[src/rtl/debounce_sync.sv]
// Multi-channel input conditioner: two-flop synchroniser followed by a per-channel
// stability counter, producing a clean level plus one-cycle rise/fall pulses.
module debounce_sync #(
  parameter int unsigned WIDTH         = 4,
  parameter int unsigned STABLE_CYCLES = 4
) (
  input  logic             clk,
  input  logic             reset,
  input  logic [WIDTH-1:0] din,
  output logic [WIDTH-1:0] dout,
  output logic [WIDTH-1:0] rise,
  output logic [WIDTH-1:0] fall,
  output logic             changed
);

  localparam int unsigned     CW      = $clog2(STABLE_CYCLES + 1);
  localparam logic [CW-1:0]   CNT_MAX = CW'(STABLE_CYCLES - 1);

  logic [WIDTH-1:0] r_s1;
  logic [WIDTH-1:0] r_s2;
  logic [WIDTH-1:0] r_dout;
  logic [WIDTH-1:0] r_rise;
  logic [WIDTH-1:0] r_fall;
  logic             r_changed;
  logic [CW-1:0]    r_cnt [WIDTH];

  logic [WIDTH-1:0] w_dout_nxt;
  logic [WIDTH-1:0] w_rise_nxt;
  logic [WIDTH-1:0] w_fall_nxt;
  logic [CW-1:0]    w_cnt_nxt [WIDTH];

  // Per-channel stability filter: counter restarts whenever s2 agrees with dout.
  always_comb begin
    w_dout_nxt = r_dout;
    w_rise_nxt = '0;
    w_fall_nxt = '0;
    for (int i = 0; i < int'(WIDTH); i++) begin
      w_cnt_nxt[i] = '0;
      if (r_s2[i] != r_dout[i]) begin
        if (r_cnt[i] == CNT_MAX) begin
          w_dout_nxt[i] = r_s2[i];
          w_rise_nxt[i] = r_s2[i];
          w_fall_nxt[i] = ~r_s2[i];
        end else begin
          w_cnt_nxt[i] = r_cnt[i] + CW'(1);
        end
      end
    end
  end

  always_ff @(posedge clk) begin
    if (reset) begin
      r_s1      <= '0;
      r_s2      <= '0;
      r_dout    <= '0;
      r_rise    <= '0;
      r_fall    <= '0;
      r_changed <= 1'b0;
      for (int i = 0; i < int'(WIDTH); i++) begin
        r_cnt[i] <= '0;
      end
    end else begin
      r_s1      <= din;
      r_s2      <= r_s1;
      r_dout    <= w_dout_nxt;
      r_rise    <= w_rise_nxt;
      r_fall    <= w_fall_nxt;
      r_changed <= |(w_rise_nxt | w_fall_nxt);
      for (int i = 0; i < int'(WIDTH); i++) begin
        r_cnt[i] <= w_cnt_nxt[i];
      end
    end
  end

  assign dout    = r_dout;
  assign rise    = r_rise;
  assign fall    = r_fall;
  assign changed = r_changed;

endmodule

[config.mk]
export PLATFORM = sky130hd
export DESIGN_NAME = debounce_sync
export DESIGN_NICKNAME = d
export VERILOG_FILES = /design/src/rtl/debounce_sync.sv
export SDC_FILE = /design/constraint.sdc
export NUM_CORES = 1
export LEC_CHECK = 0
export CELL_PAD_IN_SITES_DETAIL_PLACEMENT = 1
export CELL_PAD_IN_SITES_GLOBAL_PLACEMENT = 1
export CORE_MARGIN = 5
export CORE_UTILIZATION = 43
export CTS_CLUSTER_SIZE = 28
export DETAILED_ROUTE_END_ITERATION = 8
export HOLD_SLACK_MARGIN = 0.03
export PLACE_DENSITY_LB_ADDON = 0.1
export RECOVER_POWER = 100
export SKIP_LAST_GASP = 1
export SLEW_MARGIN = 20
export SYNTH_ARGS = -nofsm -noshare
export SYNTH_HDL_FRONTEND = slang
export SYNTH_SLANG_ARGS = --single-unit
[constraint.sdc]
create_clock -name clk -period 2.05 [get_ports clk]
set_clock_uncertainty 0.1 [all_clocks]
set_input_delay 0.3075 -clock clk [delete_from_list [all_inputs] [get_ports clk]]
set_output_delay 0.3075 -clock clk [all_outputs]
set_load 0.03 [all_outputs]
# After elaboration in Yosys (flattened, before gate mapping)
# Memory sizes are Yosys's and may differ from the RTL's.
# Index checks and enable logic that the tools add are counted.
# classes
bitwise_logic,9
reduce_logical,5
eq_ne,8
add_sub_neg,4
muxes,31
# ops
op,count
3-bit 2-to-1 mux,12
1-bit 2-to-1 mux,19
3-bit by 1-bit adder with 3-bit output (second input constant),4
3-bit by 2-bit equality test with 1-bit output (second input constant),4
2-bit AND reduction,4
1-bit != test,4
1-bit NOT,4
1-bit bitwise OR,4
4-bit bitwise OR,1
4-bit OR reduction,1
# totals
wordCells,67
mem_bits_rw,12
memories,1
reg_bits,21
in_bits,6
# memory_table
memory,words,width,read_ports,rd_clocked_by_memory_dff,wr,line,text
r_cnt,4,3,4,0,4,25,logic [CW-1:0] r_cnt [WIDTH];

# Longest topological paths before layout
# logic_depth
word_depth,5
depth_mapped,5

# Least setup slack after synthesis
# Ideal clock, no wire load.
# synth_timing
kind,register to register
start,mem r_cnt[1][0] (netlist bit)
end,mem r_cnt[1][0] (netlist bit)
stages_incl_launch_ff,5
required_ns,1.887
path_slack_ns,0.722
arrival_ns,1.165
n_path_buf,0
setup_ns,0.063
path_cell_list,dfxtp_1 > ha_1 > ha_1 > or3_4 > nor2_2
# synth_lines
element,line
from (decl),25

# Worst setup path in the final report
# layout_timing
start,"reg r_dout[1], in the netlist dout[1]"
end,out dout[1]
# layout_lines
element,line,text
from (decl),21,logic [WIDTH-1:0] r_dout;
from (signal assigned),65,r_dout <= w_dout_nxt;
to (decl),10,"output logic [WIDTH-1:0] dout,"
# No word-level cell between the ends.

==> impl_metrics.csv <==
group,metric,value,unit
critical_path,worst_ep_required_time,1640,ps
timing,timing.hold.ws,324,ps
final_layout,final_common_cell,"sky130_fd_sc_hd__dfxtp_1",
final_layout,nets,145,
drt,via_per_inst,4.81,
cts,cts_inserted_buffers,5,
floorplanning,die_area,3900,um2
cts,clock_pin_transition_on_the_worst_setup_and_hold_timing_paths,100,ps
final_layout,flow.area_growth_from_synthesis,21.5,%
timing,grt_setup_unrepaired,"false",
yosys,post-synth-top-area-cell,"sky130_fd_sc_hd__dfxtp_1",
final_layout,post_layout_nonfiller_instances,161,
placement,gp_congestion,0.703,
critical_path,critical-path-max-stage-delay,770,ps
cts,cts-htree-levels,2,
timing,fmaxAchievable,0.511,GHz
critical_path,critical_path.slowest_cell,"sky130_fd_sc_hd__dlygate4sd3_1",
timing,finalSetupTns,0,ps
timing,worst_pin_slew,1020,ps
cts,post_cts.resized_instances,0,
final_layout,diodes,0,
global_routing,total_track_usage,11.7,%
drt,routed.top_layer,"met4",
power,vdd_drop_max,0.559,mV
drt,remaining_drc_errors,0,
timing,period_needed,1960,ps
final_layout,final_layout_size_suffix_gt1_share,9.23,%
drt,ant_nets,0,
yosys,main_area_contributors_after_synthesis,"sky130_fd_sc_hd__dfxtp_1, sky130_fd_sc_hd__ha_1, sky130_fd_sc_hd__nor2b_1",
yosys,mappedNetlistArea,1180,um2
timing,finalMaxSlewViolations,0,
timing,timing_hold_violations_final,0,
critical_path,worst-endpoint-arrival,1550,ps
drt,detail_route.first_pass.iterations,3,
cts,hold_buffers,0,
floorplanning,core_region_area,2690,um2
critical_path,cp_cell_sequence,"dlygate4sd3_1",
yosys,synth_cell_types,22,
floorplanning,ios,19,
global_routing,grt_pass1_wl,3490,um
global_routing,overflow,0,
final_layout,mostFrequentLayoutCells,"sky130_fd_sc_hd__dfxtp_1, sky130_fd_sc_hd__dlygate4sd3_1, sky130_fd_sc_hd__nor2_1, sky130_fd_sc_hd__ha_1, sky130_fd_sc_hd__nor2b_1",
cts,clock_path_buffers,2,
floorplanning,die_w,62.4,um
power,leakage_power_of_the_design,0.000587,uW
global_routing,antenna_found_initial,0,
timing,fin_crit_sh,95.4,%
yosys,syn-instance-count,105,
cts,cts.sink_count,33,
drt,routedLengthMet1,858,um
drt,first_iter_violations,11,
drt,num_vias,774,
timing,relSlewSlack,32.1,%
worst_hold_path,holdCritPathClass,"flop to flop",
critical_path,timing.critical_path.to_type,"output pin",
drt,wl,2030,um
floorplanning,fp.dieH,62.4,um
placement,port-buffer-count,18,
cts,clock_latency,330,ps
yosys,syn-mean-instance-area,11.2,um2
placement,place.detailed.instances,153,
status,run_status,"completed",
critical_path,crit_fanout,6,
critical_path,worstSetupStartpointType,"flop",
power,fin_total_pwr,1030,uW
yosys,syn-num-nets,121,
drt,drt-wirelength-per-cell,12.6,um
yosys,ys_ff_latch,33,
critical_path,worstPathBufferInverterCount,1,
power,power_density,719,nW/um2
global_routing,largest_net_degree_at_the_start_of_global_routing,26,
yosys,synth_top_cell_area_share,55.9,%
yosys,synth_seq_area_share,55.9,%
flow_run,number_of_max_cap_violations,0,
critical_path,worstSetupPathType,"flop to output pin",
drt,dr_wl_met2,959,um
final_layout,fill_cell_total_of_the_finished_layout,304,
yosys,synth_warnings,0,
cts,cts_setup_buffers,0,
global_routing,grt_pass1_vias,829,
critical_path,cp_top_family,"buffers and inverters",
cts,cts_tree,"done",
drt,route.met3.wl,168,um
timing,setup_viol_count_final,0,
cts,clockRootBuffer,"sky130_fd_sc_hd__clkbuf_4",
placement,detailed_place_hpwl,1510,um
floorplanning,fp-row-count,19,
floorplanning,initial_core_util,44.0,%
layout make-up:
type                    instances  area [um2]  share of cell area [%]
clock buffers                   8        48.8                    3.40
inverters                       6        22.5                    1.57
multi-input cells              64         480                    33.5
flip-flops and latches         33         661                    46.0
well taps                      31        38.8                    2.70
repair buffers                 19         184                    12.8
cells in the mapped netlist:
master	instances
sky130_fd_sc_hd__nor3b_1	1
sky130_fd_sc_hd__nand3b_1	1
sky130_fd_sc_hd__nor2b_1	8
sky130_fd_sc_hd__mux2_2	1
sky130_fd_sc_hd__inv_1	6
sky130_fd_sc_hd__nand2b_1	1
sky130_fd_sc_hd__mux2i_1	4
sky130_fd_sc_hd__or2_1	1
sky130_fd_sc_hd__and3_1	2
sky130_fd_sc_hd__xor2_1	2
sky130_fd_sc_hd__or3_4	2
sky130_fd_sc_hd__nor3_1	2
sky130_fd_sc_hd__dfxtp_1	33
sky130_fd_sc_hd__xnor2_1	2
sky130_fd_sc_hd__nor4bb_1	5
sky130_fd_sc_hd__nand2_1	4
sky130_fd_sc_hd__nor2_2	6
sky130_fd_sc_hd__nor2_1	10
sky130_fd_sc_hd__a41oi_1	1
sky130_fd_sc_hd__clkbuf_1	2
sky130_fd_sc_hd__ha_1	10
sky130_fd_sc_hd__a22oi_1	1
layer usage:
metal	global-route usage (%)	vias up
li1	-	391
met1	10.9	361
met2	19.3	17
met3	7.91	5
met4	5.57	0
met5	0	-
stage by stage:
step / util (%) / setup slack (ps) / cell area, um2
CTS: 54.4 / 104 / 1460
finish: 53.4 / 93.7 / 1440
floorplan: - / 722 / 1180
global route: 53.4 / 39.9 / 1440
global placement: 52.6 / 490 / 1410
detailed placement: 52.6 / 462 / 1410
flip-flops by register name, summed over array words and instances (netlist names):
register	count
changed	1
dout	4
fall	4
r_cnt	12
r_s1	4
r_s2	4
rise	4
worst paths after layout:
check	startpoint	endpoint	slack (ps)	depth (start not counted)
hold / removal	r_cnt[0][0]$_SDFF_PP0_	r_cnt[0][0]$_SDFF_PP0_	320	1
setup reg to reg	r_cnt[1][0]$_SDFF_PP0_	r_cnt[1][1]$_SDFF_PP0_	570	4
hold reg to reg	r_cnt[0][0]$_SDFF_PP0_	r_cnt[0][0]$_SDFF_PP0_	320	1
setup / recovery	dout[1]$_SDFFE_PP0P_	dout[1]	90	1
cell families after synthesis:
group / synth area share, %
muxes: 4.34
AOI/OAI and AO/OA: 1.38
and+or+nand+nor: 22.2
buffers and inverters: 2.54
adders and majority gates: 10.6
xor gates and xnor gates: 2.97
DFF: 55.9
power by group:
group | internal [uW] | leakage (uW) | switching [uW]
clock | 137 | 0.0000265 | 206
sequential | 650 | 0.000268 | 5.92
combinational | 17.0 | 0.000293 | 15.7
total | 804 | 0.000587 | 228
(Power assumes the default switching activity.)
